<file path="config.mk">
export PLATFORM = sky130hd
export DESIGN_NAME = adc_frame_align
export DESIGN_NICKNAME = d
export VERILOG_FILES = /design/src/rtl/adc_pkg.sv /design/src/rtl/adc_lane_merge.sv /design/src/rtl/adc_frame_align.sv
export SDC_FILE = /design/constraint.sdc
export NUM_CORES = 1
export LEC_CHECK = 0
export CAP_MARGIN = 30
export CORE_AREA = 3 3 105 107
export CTS_BUF_LIST = sky130_fd_sc_hd__clkbuf_4
export DETAILED_ROUTE_END_ITERATION = 12
export DIE_AREA = 0 0 108 110
export HOLD_SLACK_MARGIN = 0.15
export PLACE_DENSITY = 0.77
export SLEW_MARGIN = 20
export SYNTH_ARGS = -nofsm -noshare
export SYNTH_HDL_FRONTEND = slang
export SYNTH_SLANG_ARGS = --single-unit
export TNS_END_PERCENT = 50
</file>
<file path="constraint.sdc">
create_clock -name clk -period 1.7 [get_ports clk]
set_clock_uncertainty 0.05 [all_clocks]
set_input_delay 0.34 -clock clk [delete_from_list [all_inputs] [get_ports clk]]
set_output_delay 0.34 -clock clk [all_outputs]
set_load 0.1 [all_outputs]
</file>
<file path="src/rtl/adc_pkg.sv">
`default_nettype none
// ============================================================================
// Module      : adc_pkg
// Description : Shared types and helpers for the ADC frame alignment slice:
//               alignment state encoding, default frame word, sample width.
// Revision    : 1.0 - initial parametrised release
// ============================================================================
package adc_pkg;

  // State encodings kept as explicit constants for legacy tooling; the enum
  // below reuses them so both views always agree.
  localparam logic [2:0] ST_IDLE    = 3'd0;
  localparam logic [2:0] ST_CHECK   = 3'd1;
  localparam logic [2:0] ST_SLIP    = 3'd2;
  localparam logic [2:0] ST_SETTLE  = 3'd3;
  localparam logic [2:0] ST_LOCKING = 3'd4;
  localparam logic [2:0] ST_LOCKED  = 3'd5;
  localparam logic [2:0] ST_FAIL    = 3'd6;

  typedef enum logic [2:0] {
    S_IDLE    = ST_IDLE,
    S_CHECK   = ST_CHECK,
    S_SLIP    = ST_SLIP,
    S_SETTLE  = ST_SETTLE,
    S_LOCKING = ST_LOCKING,
    S_LOCKED  = ST_LOCKED,
    S_FAIL    = ST_FAIL
  } align_state_t;

  // Frame word seen on the frame lane once the deserialisers are aligned.
  localparam logic [7:0] DEFAULT_FRAME_PATTERN = 8'hF0;

  // One assembled sample carries both lanes of a channel.
  function automatic int sample_w(input int ser_w);
    return 2 * ser_w;
  endfunction

endpackage
`default_nettype wire

</file>
<file path="src/rtl/adc_lane_merge.sv">
`default_nettype none
// ============================================================================
// Module      : adc_lane_merge
// Description : Interleaves the two serial lanes of one ADC channel into a
//               single sample word and registers it with its valid flag.
// Revision    : 1.0 - initial parametrised release
// ============================================================================
module adc_lane_merge
  import adc_pkg::*;
#(
  parameter int SER_W = 8
) (
  input  logic                        clk,
  input  logic                        rst_n,
  input  logic                        en,
  input  logic                        valid_in,
  input  logic [SER_W-1:0]            lane0,
  input  logic [SER_W-1:0]            lane1,
  output logic [sample_w(SER_W)-1:0]  sample,
  output logic                        valid
);

  localparam int SW = sample_w(SER_W);

  logic [SW-1:0] merged;

  // Lane 1 carries the odd sample bits, lane 0 the even ones.
  always_comb begin
    merged = '0;
    for (int k = 0; k < SER_W; k++) begin
      merged[2*k]   = lane0[k];
      merged[2*k+1] = lane1[k];
    end
  end

  // Capture every enabled cycle; valid is forced low while disabled.
  always_ff @(posedge clk or negedge rst_n) begin
    if (!rst_n) begin
      sample <= '0;
      valid  <= 1'b0;
    end else begin
      valid <= en & valid_in;
      if (en) begin
        sample <= merged;
      end
    end
  end

endmodule
`default_nettype wire

</file>
<file path="src/rtl/adc_frame_align.sv">
`default_nettype none
// ============================================================================
// Module      : adc_frame_align
// Description : Frame-clock bitslip search, lock confirmation and loss-of-lock
//               monitoring for NUM_CH two-lane ADC channels, plus sample
//               assembly with per-frame validity.
// Revision    : 1.0 - initial parametrised release
// ============================================================================
module adc_frame_align
  import adc_pkg::*;
#(
  parameter int               NUM_CH        = 4,
  parameter int               SER_W         = 8,
  parameter logic [SER_W-1:0] FRAME_PATTERN = SER_W'(DEFAULT_FRAME_PATTERN),
  parameter int               SETTLE_CYC    = 3,
  parameter int               LOCK_CNT      = 16,
  parameter int               MISS_LIMIT    = 4
) (
  input  logic                                  clk,
  input  logic                                  rst_n,
  input  logic                                  en,
  input  logic [SER_W-1:0]                      frm_data,
  input  logic [NUM_CH*SER_W-1:0]               lane0_data,
  input  logic [NUM_CH*SER_W-1:0]               lane1_data,
  output logic                                  bitslip,
  output logic                                  aligned,
  output logic                                  align_err,
  output logic [$clog2(SER_W):0]                slip_count,
  output logic [7:0]                            relock_count,
  output logic [NUM_CH*sample_w(SER_W)-1:0]     sample_o,
  output logic [NUM_CH-1:0]                     sample_valid
);

  localparam int SW      = sample_w(SER_W);
  localparam int SLIP_W  = $clog2(SER_W) + 1;
  localparam int MATCH_W = $clog2(LOCK_CNT + 1);
  localparam int MISS_W  = $clog2(MISS_LIMIT + 1);
  localparam int TMR_W   = $clog2(SETTLE_CYC + 1);

  localparam logic [SLIP_W-1:0]  SLIP_MAX_C = SLIP_W'(SER_W);
  localparam logic [MATCH_W-1:0] LOCK_C     = MATCH_W'(LOCK_CNT);
  localparam logic [MISS_W-1:0]  MISS_C     = MISS_W'(MISS_LIMIT);
  localparam logic [TMR_W-1:0]   SETTLE_C   = TMR_W'(SETTLE_CYC);

  align_state_t        state;
  logic [MATCH_W-1:0]  match_cnt;
  logic [MISS_W-1:0]   miss_cnt;
  logic [TMR_W-1:0]    settle_tmr;

  logic                frm_match;
  logic                locked_good;
  logic [SLIP_W-1:0]   slip_inc;
  logic [MATCH_W-1:0]  match_nxt;
  logic [MISS_W-1:0]   miss_nxt;

  assign frm_match   = (frm_data == FRAME_PATTERN);
  assign locked_good = (state == S_LOCKED) && frm_match;
  // A slip taken from LOCKING after a full search must not wrap the count.
  assign slip_inc    = (slip_count == '1) ? slip_count : slip_count + 1'b1;
  assign match_nxt   = match_cnt + 1'b1;
  assign miss_nxt    = miss_cnt + 1'b1;

  // Alignment state machine; en low overrides every threshold decision.
  always_ff @(posedge clk or negedge rst_n) begin
    if (!rst_n) begin
      state        <= S_IDLE;
      bitslip      <= 1'b0;
      aligned      <= 1'b0;
      align_err    <= 1'b0;
      slip_count   <= '0;
      relock_count <= '0;
      match_cnt    <= '0;
      miss_cnt     <= '0;
      settle_tmr   <= '0;
    end else if (!en) begin
      state      <= S_IDLE;
      bitslip    <= 1'b0;
      aligned    <= 1'b0;
      align_err  <= 1'b0;
      slip_count <= '0;
      match_cnt  <= '0;
      miss_cnt   <= '0;
      settle_tmr <= '0;
    end else begin
      // bitslip is only ever raised on entry to SLIP, so it lasts one cycle.
      bitslip <= 1'b0;
      case (state)
        S_IDLE: begin
          align_err <= 1'b0;
          state     <= S_CHECK;
        end

        S_CHECK: begin
          if (frm_match) begin
            miss_cnt <= '0;
            if (LOCK_CNT <= 1) begin
              match_cnt <= '0;
              aligned   <= 1'b1;
              state     <= S_LOCKED;
            end else begin
              match_cnt <= MATCH_W'(1);
              state     <= S_LOCKING;
            end
          end else if (slip_count >= SLIP_MAX_C) begin
            align_err <= 1'b1;
            state     <= S_FAIL;
          end else begin
            bitslip    <= 1'b1;
            slip_count <= slip_inc;
            state      <= S_SLIP;
          end
        end

        S_SLIP: begin
          settle_tmr <= SETTLE_C;
          state      <= S_SETTLE;
        end

        // Deserialiser output is unreliable right after a slip.
        S_SETTLE: begin
          if (settle_tmr <= TMR_W'(1)) begin
            settle_tmr <= '0;
            state      <= S_CHECK;
          end else begin
            settle_tmr <= settle_tmr - 1'b1;
          end
        end

        S_LOCKING: begin
          if (!frm_match) begin
            match_cnt  <= '0;
            bitslip    <= 1'b1;
            slip_count <= slip_inc;
            state      <= S_SLIP;
          end else if (match_nxt >= LOCK_C) begin
            match_cnt <= '0;
            miss_cnt  <= '0;
            aligned   <= 1'b1;
            state     <= S_LOCKED;
          end else begin
            match_cnt <= match_nxt;
          end
        end

        S_LOCKED: begin
          if (frm_match) begin
            miss_cnt <= '0;
          end else if (miss_nxt >= MISS_C) begin
            miss_cnt     <= '0;
            aligned      <= 1'b0;
            slip_count   <= '0;
            relock_count <= (relock_count == 8'hFF) ? relock_count
                                                    : relock_count + 8'd1;
            state        <= S_CHECK;
          end else begin
            miss_cnt <= miss_nxt;
          end
        end

        // Search exhausted: hold the error until en drops.
        S_FAIL: begin
          align_err <= 1'b1;
        end

        default: begin
          state <= S_IDLE;
        end
      endcase
    end
  end

  // One merge/register slice per channel, sharing the frame-based valid.
  for (genvar c = 0; c < NUM_CH; c++) begin : g_ch
    adc_lane_merge #(
      .SER_W (SER_W)
    ) u_merge (
      .clk      (clk),
      .rst_n    (rst_n),
      .en       (en),
      .valid_in (locked_good),
      .lane0    (lane0_data[c*SER_W +: SER_W]),
      .lane1    (lane1_data[c*SER_W +: SER_W]),
      .sample   (sample_o[c*SW +: SW]),
      .valid    (sample_valid[c])
    );
  end

endmodule
`default_nettype wire

</file>
# Word-level counts from Yosys, hierarchy flattened
# Index checks and enable logic that the tools add are counted.
# word_totals
ramBits	0
mem_bits_ro	0
wordCells	108
reg_bits	93
out_inout_bits	83
latchBits	0
memories	0
inputBits	75
# classes
n_div	0
magnitude_cmp	4
reduce_logical	9
n_shift	0
muxes	47
mul	0
bitwise	3
n_eq_ne	26
add_sub_neg	5
# op_table
cell	count
$mux W3	14
$mux W4	7
$ne A3 B3 Y1 const B	9
$pmux W3 S7	1
$mux W5	4
$eq A8 B8 Y1 const B	2
$reduce_and A5 Y1	3
$mux W1	12
$pmux W4 S3	1
$pmux W5 S2	1
$eq A3 B3 Y1 const B	3
$ne A3 B1 Y1 const B	3
$pmux W3 S3	1
$add A8 B1 Y8 const B	1
$ne A4 B1 Y1 const B	2
$eq A3 B2 Y1 const B	2
$reduce_and A6 Y1	1
$add A5 B1 Y5 const B	1
$ge A5 B5 Y1 const B	1
$add A4 B1 Y4 const B	1
$eq A4 B4 Y1 const B	1
$ge A4 B4 Y1 const B	1
$mux W2	2
$ne A4 B4 Y1 const B	1
17 further kinds	19

# Depth between registers and ports, before layout
# Gate-level depths: netlist of the first run.
# logic_depth
word_depth	6
depth_mapped	6

# Hierarchy
# Synthesis of the first run repeated with hierarchy kept, for this count alone.
# unflattened
hier_cells	313
area_unflattened_um2	4344.2
# by_module_without_submodules
module	cells_each	instances	area_each_um2
adc_lane_merge	36	4	678.2
adc_frame_align	169	1	1631.6

# Least setup slack after synthesis of the first run
# OpenSTA, ideal clock, no wires.
# synth_path
path_type	flip-flop to flip-flop
from	register relock_count[0]
to	register relock_count[1]
synth_period_minus_slack_ps	2380
slack_ps	-680
arrival_time_ps	2205
required_time_ps	1524
path_buffers	0
path_stages_with_launch	6
cell_sequence	dfrtp_1 ha_1 nand3_1 o21ai_0 nor2_1 mux2_2
# synth_via
elab_chain_len	3
word_cells_on_any_way	4
cone_classes	1 x add/sub; 1 x eq/ne; 1 x bitwise; 1 x reduce/logical
# synth_rtl
element	line_no	rtl
start: declaration	adc_frame_align.sv:29	output logic [7:0] relock_count,
start signal: assignment	adc_frame_align.sv:152	relock_count <= (relock_count == 8'hFF) ? relock_count
branches (longest 3 deep; another with $add A8 B1 Y8)	-	
# Several ways; the timed one is not identified.
# A chain may end at the register's enable or synchronous reset.

# Worst setup path in the final report of the first run
# layout_path
from	input port frm_data[1]
to	register aligned
# layout_via
elab_chain_len	3
word_cells_on_any_way	4
cone_classes	3 x eq/ne; 1 x reduce/logical
# layout_rtl
element	line_no	rtl
start: declaration	adc_frame_align.sv:22	input logic [SER_W-1:0] frm_data,
$eq A8 B8 Y1 *	adc_frame_align.sv:56	assign frm_match = (frm_data == FRAME_PATTERN);
$ne A3 B3 Y1 (no line)	-	
$reduce_and A5 Y1 (no line) *	-	
end signal: assignment	adc_frame_align.sv:68	aligned <= 1'b0;
end signal: assignment	adc_frame_align.sv:78	aligned <= 1'b0;
end signal: assignment	adc_frame_align.sv:98	aligned <= 1'b1;
end: declaration	adc_frame_align.sv:26	output logic aligned,
# Mark *: on every way between the ends. The rest lies on a longest branch, timed or not.

==> results of run 1 <==
## power by group
part	switching (mW)	internal, mW	total, mW	leakage, nW
combinational	1.77	1.11	2.88	1.87
clock	0.680	0.360	1.04	0.0692
sequential	0.232	2.41	2.64	1.13
total	2.68	3.88	6.56	3.07
## worst register-to-register path, delay by kind of cell, from the launching register on
family / cells / cell delay (ps)
AO/OA/AOI/OAI: 1 / 140
XOR/XNOR: 1 / 230
adder cells (fa/ha/maj): 1 / 230
flip-flops: 1 / 420
multiplexers: 1 / 340
AND/OR/NAND/NOR: 1 / 130
## cell families (layout without fill, tap and decap cells)
| family | after synthesis | count (layout) |
|---|---|---|
| mux | 66 | 66 |
| xor+xnor | 11 | 11 |
| flops | 93 | 93 |
| buf+inv | 27 | 218 |
| fa+ha+maj | 5 | 5 |
| compound gates | 57 | 57 |
| simple gates | 64 | 64 |
## final timing paths
check | startpoint | end | slack, ps | cells past startpoint
min in group asynchronous | rst_n | state[1] | 390 | 2
worst max register to register | miss_cnt[0] | relock_count[1] | 50 | 5
worst min-delay path | en | g_ch[3].u_merge.valid | 320 | 4
max in group asynchronous | rst_n | g_ch[3].u_merge.sample[15] | 660 | 3
worst max-delay path | frm_data[1] | aligned | -9 | 7
worst min register to register | relock_count[5] | relock_count[5] | 490 | 1
## registers in the layout (all words and copies together) (netlist names)
name,cells
align_err,1
settle_tmr,2
slip_count,4
match_cnt,5
bitslip,1
miss_cnt,3
aligned,1
state,3
g_ch.u_merge.valid,1
g_ch.u_merge.sample,64
relock_count,8
## routing by layer
metal | vias to the layer above | routed length (um) | GRT usage (%)
li1 | 1544 | - | -
met1 | 1655 | 4000 | 19.8
met2 | 133 | 5560 | 31.1
met3 | 13 | 965 | 8.10
met4 | 0 | 129 | 5.23
met5 | - | 0 | 0
## repair_timing
item,4_1_cts,5_1_grt
gates resized for setup,2,19
hold buffers,1,0
pin swaps,0,5
endpoints found under the setup margin,2,16
endpoints found under the hold margin,32,0
gates cloned,0,0
setup buffers,0,1
## per-stage QoR
step,hold slack [ps],worst slack (ps),utilization [%]
2_1_floorplan,-5.59,-65.7,-
3_3_place_gp,299,-406,67.4
3_5_place_dp,303,-489,67.4
4_1_cts,268,2.69,68.7
5_1_grt,255,-28.3,69.6
6_report,315,-8.90,69.6
## layout by cell type (no fill, tap or decap), types with 2 or more instances in the layout
cell type | Yosys | routed
dfrtp_4 | 0 | 2
nor2b_1 | 5 | 4
clkbuf_4 | 0 | 13
clkdlybuf4s50_1 | 0 | 72
inv_1 | 8 | 8
dfrtp_2 | 0 | 10
nor3_1 | 6 | 6
nor4_4 | 1 | 2
nand3_1 | 11 | 9
o211ai_1 | 3 | 3
xor2_2 | 0 | 2
nor2_1 | 10 | 8
o21a_1 | 2 | 2
ha_1 | 5 | 3
nand2_1 | 10 | 10
clkinv_2 | 0 | 2
a21o_1 | 3 | 3
o21ai_0 | 12 | 11
buf_12 | 0 | 85
nand2b_1 | 4 | 4
nand3_2 | 0 | 2
a211oi_1 | 2 | 2
a221oi_1 | 4 | 4
xor2_1 | 9 | 7
xnor2_1 | 2 | 2
buf_4 | 5 | 34
a21oi_1 | 11 | 11
dfrtp_1 | 93 | 81
a31oi_1 | 4 | 3
nand4_1 | 3 | 3
and2_1 | 4 | 4
and3_1 | 2 | 2
ha_2 | 0 | 2
mux2_2 | 65 | 65
## final cells by class
class                      count  area, um2  area share, %
clock buffer                  13       97.6           1.37
clock inverter                 3       13.8          0.193
tap                          136        170           2.39
multi-input combinational    203       1760           24.7
timing repair buffer         194       2700           38.0
inverter                       8       30.0          0.422
sequential                    93       2350           33.0
==> out/results.ini, run 1 <==
[route]
via_per_inst=5.15
first_iter_violations=91
vias=3345
routed_wl_mm=10.7
wl_per_cell_um=16.4
final_antenna_net_count=0
first_pass_iters=4
drc=0

[logic_synthesis]
synth_compound_area_share_pct=9.78
synthArstFlopShare_pct=100
synthDistinctLibCells=49
synth_seq_area_share_pct=56.5
synthCells=323
synth-main-ff-cell=dfrtp_1
ys_ff_latch=93
yosys.area.top_type=dfrtp_1
synth_top_area_share_pct=56.5
synth_top_cells_by_area=dfrtp_1 56%, mux2_2 18%, xor2_1 1.9%, ha_1 1.5%, o21ai_0 1.5%
synth.area.mux_share_pct=18.0
yosys.area_share.xor_xnor_pct=2.34
syn_area_um2=4120
synthAdderAreaFrac_pct=1.52
synth_nets=403
synth_edf_count=0
syn_area_per_cell_um2=12.8
yosys_warnings=0
yosys.area_share.simple_pct=8.80
synth_most_common_cell=dfrtp_1
synthTopCellsByCount=93 x dfrtp_1, 65 x mux2_2, 12 x o21ai_0
synth_top_family_by_area=multiplexers

[sta]
relSlewSlack_pct=65.8
finalSetupViolCount=1
period_minus_slack_ps=1710
worstMarginPinSlew_ps=512
slew_viol_final=0
hold_viol=0
fin_crit_sh_pct=101
fin_tns_setup_ps=-8.90
fmax_ghz=0.585
fin_ws_ps=-8.90

[worst_hold_path]
min_path_type=in -> reg

[final_layout]
fill_cells=713
final_cell_area_um2=7120
final_cells=650
antenna_cells=0
nets=589
drive_gt1_share_pct=45.7
syn_to_final_growth_pct=72.8

[power_and_ir_drop]
power_density_nw_per_um2=921
ir_drop_mv=0.554
leakagePower_nw=3.07
power_mw=6.56

[setup_path]
worstPathArrival_ps=2030
worstPathBufferInverterCount=3
cp-end-kind=register
slowest_stage=clkdlybuf4s50_1
cpMostUsedCell=buf_4
worst_path_dominant_cell_family=buffers and inverters
required_ps=2020
cpPeakStageDelay_ps=460
path_max_fanout=5
critPathKind=in -> reg
cp_cell_sequence=clkdlybuf4s50_1, nor4_4, buf_4, nand2_4, buf_4, nor3_1, o32a_1
cp-start-kind=input pin

[floorplan]
die-width_um=108
die-height_um=110
core-area_um2=10200
rows=37
fp.dieArea_um2=11900
io_pins=158
start_util_pct=40.3

[place]
hpwl_mm=8.23
placed_area_um2=6900
dpl.cell_count=632
io_buffers=157
finalWeightedCongestion=0.840

[grt]
globalRouteTotalUtil_pct=17.9
overflow=0
antenna_found_initial=1
grt_max_degree=41
grt_pass1_wl_mm=16.6
grt_pass1_vias=3518

[run_status]
violations=setup timing
status=finished with violations

[clock_tree]
root_buffer=clkbuf_4
cts_inserted_buffers=9
tritoncts=yes
h-tree-depth=3
cts.reportedPaths.clkPinSlew_ps=130
cts_sinks=93
clockBufferDepth=2
clock_latency_ps=430

[run]
max_cap_violations=0

Note: power is estimated with default switching activity, not from simulation.
==> run 2, diff against run 1 <==
Settings changed: CORE_AREA 3 3 105 107 to 3 3 100 102, DIE_AREA 0 0 108 110 to 0 0 103 105, GPL_TIMING_DRIVEN set to 0, PLACE_DENSITY 0.77 to 0.81.
Clock period 1.7 ns to 1.6 ns, I/O delays scaled along.
==> out/results.ini, run 2 (synthesized netlist as in run 1, its figures left out) <==
[floorplan]
fp.dieArea_um2=10800  ; -9.0%
io_pins=158  ; unchanged
die-width_um=103  ; -4.6%
die-height_um=105  ; -4.5%
rows=35  ; -5.4%
start_util_pct=44.8  ; +4.5 points
core-area_um2=9200  ; -10%

[grt]
grt_pass1_wl_mm=16.9  ; +1.3%
grt_pass1_vias=3464  ; -1.5%
overflow=0  ; unchanged
grt_max_degree=63  ; +54%
antenna_found_initial=0  ; -1
globalRouteTotalUtil_pct=19.6  ; +1.7 points

[clock_tree]
cts_sinks=93  ; unchanged
clockBufferDepth=2  ; unchanged
cts_inserted_buffers=9  ; unchanged
tritoncts=yes
h-tree-depth=3  ; unchanged
root_buffer=clkbuf_4
clock_latency_ps=410  ; -20 ps
cts.reportedPaths.clkPinSlew_ps=140  ; about the same

[sta]
rsz0062_at_grt=true
whs_ps=232  ; -83.1 ps
fin_ws_ps=-43.1  ; -34.2 ps
finalSetupViolCount=5  ; +4
fin_crit_sh_pct=103
hold_viol=0  ; unchanged
worstMarginPinSlew_ps=535  ; +22.6 ps
relSlewSlack_pct=64.3  ; -1.5 points
slew_viol_final=0  ; unchanged
fin_tns_setup_ps=-96.0  ; -87.1 ps
period_minus_slack_ps=1640
fmax_ghz=0.609

[run_status]
violations=setup timing
status=finished with violations

[final_layout]
fill_cells=692  ; -2.9%
nets=587  ; -0.34%
antenna_cells=0  ; unchanged
layout_commonest_cell=dfrtp_1
multiInputGateArea_um2=1950  ; +11%
fin_util_pct=68.8  ; -0.85 points
top_register=g_ch.u_merge.sample
largest_reg_flops=64  ; unchanged
seq_area_um2=2350  ; about the same
final_cell_mix=80 x dfrtp_1, 73 x buf_4, 68 x clkdlybuf4s50_1
drive_gt1_share_pct=47.7  ; +2.0 points
syn_to_final_growth_pct=53.4
reg.largest.list=g_ch.u_merge.sample x64, relock_count x8, match_cnt x5

[route]
first_pass_iters=6  ; +2
routed_wl_mm=10.8  ; +1.6%
final_antenna_net_count=0  ; unchanged
drc=0  ; unchanged
wl_per_cell_um=17.4  ; +6.2%
vias=3393  ; +1.4%
first_iter_violations=189  ; +110%
via_per_inst=5.45  ; +6.0%

[power_and_ir_drop]
leakagePower_nw=2.77  ; -9.9%
power_density_nw_per_um2=1040  ; +13%
power_mw=6.56  ; about the same
ir_drop_mv=0.650  ; +17%

[place]
pre_cts_ws_ps=-617  ; -129 ps
finalWeightedCongestion=0.822  ; -2.1%
io_buffers=156  ; -0.64%
hpwl_mm=7.45  ; -9.4%

[run]
max_cap_violations=0  ; unchanged

[setup_path]
critPathKind=reg -> reg
cpPeakStageDelay_ps=420  ; -40 ps
worstPathArrival_ps=1930  ; -100 ps
path_max_fanout=10  ; +5
required_ps=1890  ; -130 ps
slowest_stage=dfrtp_1
cp-end-kind=register
reg2reg_slack_ps=-40  ; -90 ps
cp_cell_sequence=buf_6, clkinvlp_4, a221oi_4, o21ai_2, a221oi_2
cp-start-kind=register

[worst_hold_path]
min_path_type=in -> reg

[run 2: worst max-delay path: cells and delay by family, from the launching register on]
family / cells / cell delay, ps
compound gates: 3 / 770
buf+inv: 2 / 330
flops: 1 / 420
[run 2: layout make-up]
type | instances | area share, %
Sequential cell | 93 | 37.1
Multi-Input combinational cell | 203 | 30.8
Timing Repair Buffer | 173 | 25.4
Tap cell | 111 | 2.20
Buffer | 19 | 1.74
Clock buffer | 10 | 1.19
Clock inverter | 5 | 0.970
Inverter | 8 | 0.534
[run 2: power breakdown]
part / internal (mW) / switching, mW / total (mW)
logic: 0.692 / 1.88 / 2.58
registers: 2.56 / 0.144 / 2.70
clock network: 0.492 / 0.787 / 1.28
total: 3.74 / 2.81 / 6.56
[run 2: worst paths after layout]
| kind | endpoint | cells after the start | startpoint |
|---|---|---|---|
| max in group asynchronous | match_cnt[0] | 3 | rst_n |
| hold / removal | settle_tmr[0] | 3 | en |
| min in group asynchronous | g_ch[2].u_merge.sample[15] | 2 | rst_n |
| setup / recovery | slip_count[2] | 5 | state[2] |
| setup reg to reg | slip_count[2] | 5 | state[2] |
| hold reg to reg | relock_count[6] | 1 | relock_count[6] |
[run 2: metrics by stage]
step	area, um2	std cells
finish	6320	622
global route	6320	622
CTS	5900	611
detailed placement	5890	591
global placement	5860	590
floorplan	4160	323
[run 2: per-layer routing]
metal | up-vias | GRT usage, % | wire (um)
met2 | 160 | 32.0 | 5620
met1 | 1681 | 24.0 | 4160
met3 | 16 | 7.21 | 900
met5 | - | 0 | 0
met4 | 0 | 5.64 | 146
li1 | 1536 | - | -
[run 2: repair_timing]
item                                    in CTS  in global routing
gates resized for setup                    508                 76
setup buffers                                4                 11
hold buffers                                 1                  0
endpoints found under the hold margin       93                  0
endpoints found under the setup margin     107                 51
pin swaps                                    3                 12
==> run 3, diff against run 2 <==
Settings changed: CELL_PAD_IN_SITES_DETAIL_PLACEMENT set to 1, CELL_PAD_IN_SITES_GLOBAL_PLACEMENT set to 1, CORE_AREA 3 3 100 102 to 3 3 113 115, DIE_AREA 0 0 103 105 to 0 0 116 118, PLACE_DENSITY 0.81 to not set, PLACE_DENSITY_LB_ADDON set to 0.1.
==> out/results.ini, run 3 (synthesized netlist as in run 1, its figures left out) <==
[sta]
period_minus_slack_ps=1770  ; +129 ps
finalSetupViolCount=11  ; +6
slew_viol_final=0  ; unchanged
fin_crit_sh_pct=111  ; +8.0 points
fin_ws_ps=-172  ; -129 ps
fin_tns_setup_ps=-354  ; -258 ps
worstMarginPinSlew_ps=561  ; +26.4 ps
rsz0062_at_grt=true
fmax_ghz=0.564  ; -7.3%
relSlewSlack_pct=62.6  ; -1.8 points
whs_ps=187  ; -45.0 ps
hold_viol=0  ; unchanged

[clock_tree]
tritoncts=yes
cts_inserted_buffers=9  ; unchanged
clockBufferDepth=2  ; unchanged
root_buffer=clkbuf_4
cts.reportedPaths.clkPinSlew_ps=140  ; about the same
cts_sinks=93  ; unchanged
clock_latency_ps=480  ; +70 ps
h-tree-depth=3  ; unchanged

[place]
io_buffers=156  ; unchanged
hpwl_mm=8.54  ; +15%
finalWeightedCongestion=0.820  ; -0.26%
dpl.cell_count=627  ; +6.1%

[setup_path]
critPathKind=in -> reg
reg2reg_slack_ps=-110  ; -70 ps
worstPathArrival_ps=2090  ; +160 ps
cpPeakStageDelay_ps=610  ; +190 ps
cp-start-kind=input pin
required_ps=1920  ; +30 ps
worst_path_dominant_cell_family=compound AO/OA/AOI/OAI gates
cp-end-kind=register
path_max_fanout=3  ; -7
slowest_stage=or4_4
worstPathBufferInverterCount=1  ; -1
cp_cell_sequence=clkdlybuf4s50_1, or4_4, o221ai_1, o21ai_2, a221oi_2

[power_and_ir_drop]
ir_drop_mv=0.656  ; +0.90%
leakagePower_nw=2.90  ; +4.8%
power_mw=6.65  ; +1.3%
power_density_nw_per_um2=993  ; -4.3%

[final_layout]
multiInputGateArea_um2=1950  ; +0.13%
final_cell_mix=78 x dfrtp_1, 71 x clkdlybuf4s50_1, 64 x mux2_2
layout_commonest_cell=dfrtp_1
drive_gt1_share_pct=50.1  ; +2.3 points
syn_to_final_growth_pct=62.4
seq_area_um2=2350  ; +0.11%
final_cells=674  ; +8.4%
reg.largest.list=g_ch.u_merge.sample x64, relock_count x8, match_cnt x5
top_register=g_ch.u_merge.sample
fin_util_pct=56.2  ; -13 points
antenna_cells=0  ; unchanged
nets=602  ; +2.6%
largest_reg_flops=64  ; unchanged
fill_cells=1235  ; +78%

[grt]
grt_max_degree=49  ; -22%
antenna_found_initial=0  ; unchanged
globalRouteTotalUtil_pct=18.1  ; -1.5 points
grt_pass1_vias=3732  ; +7.7%
overflow=0  ; unchanged
grt_pass1_wl_mm=19.3  ; +14%

[floorplan]
io_pins=158  ; unchanged
die-width_um=116  ; +13%
start_util_pct=34.6  ; -10 points
die-height_um=118  ; +12%
core-area_um2=11900  ; +30%
rows=40  ; +14%
fp.dieArea_um2=13700  ; +27%

[route]
routed_wl_mm=12.3  ; +14%
first_iter_violations=143  ; -24%
vias=3424  ; +0.91%
drc=0  ; unchanged
first_pass_iters=4  ; -2
via_per_inst=5.08  ; -6.9%
final_antenna_net_count=0  ; unchanged
wl_per_cell_um=18.3  ; +5.3%

[run_status]
status=finished with violations
violations=setup timing

[worst_hold_path]
min_path_type=in -> reg

[run]
max_cap_violations=0  ; unchanged

-- run 3: path summary, 6_finish.rpt --
| path | cells past startpoint | startpoint | to |
|---|---|---|---|
| setup / recovery | 5 | frm_data[1] | slip_count[2] |
| hold / removal | 3 | en | settle_tmr[0] |
| setup reg to reg | 5 | state[2] | slip_count[2] |
| hold reg to reg | 1 | relock_count[6] | relock_count[6] |
| max in group asynchronous | 3 | rst_n | relock_count[0] |
| min in group asynchronous | 2 | rst_n | g_ch[3].u_merge.valid |
-- run 3: per-stage QoR --
step                      cell area [um2]  setup WS [ps]
after floorplan                      4160           -117
after global routing                 6690           -217
after CTS                            6130           -114
after global placement               5900          -4290
after detailed placement             5930           -646
final                                6690           -172
-- run 3: power by group --
group	switching (mW)	internal, mW
sequential	0.167	2.56
clock	0.830	0.357
combinational	1.92	0.811
total	2.92	3.73
-- run 3: timing repair --
action / in CTS / in global routing
hold buffers: 2 / 0
resized for setup: 553 / 91
gates cloned: 0 / 0
buffers inserted: 5 / 24
endpoints found under the hold margin: 94 / 0
endpoints found under the setup margin: 105 / 78
pin swaps: 5 / 14
-- run 3: worst register-to-register path, cell delays in order (launching register included) --
cell and delay [ps]:
dfrtp_1 410, buf_6 140, clkinvlp_4 160, a221oi_4 430, o21ai_2 110, a221oi_2 300
-- run 3: routing by layer --
layer  vias to the layer above  track usage [%]  wire length (um)
met2                       113             29.0              6220
met1                      1734             21.1              4730
met5                         -                0                 0
met4                         0             5.08               191
met3                        15             9.36              1210
li1                       1562                -                 -
-- run 3: layout make-up --
class / instances / area share (%)
Inverter: 8 / 0.505
Multi-Input combinational cell: 203 / 29.2
Timing Repair Buffer: 188 / 28.8
Buffer: 19 / 1.83
Clock buffer: 11 / 1.23
Sequential cell: 93 / 35.1
Clock inverter: 5 / 0.561
Tap cell: 147 / 2.75
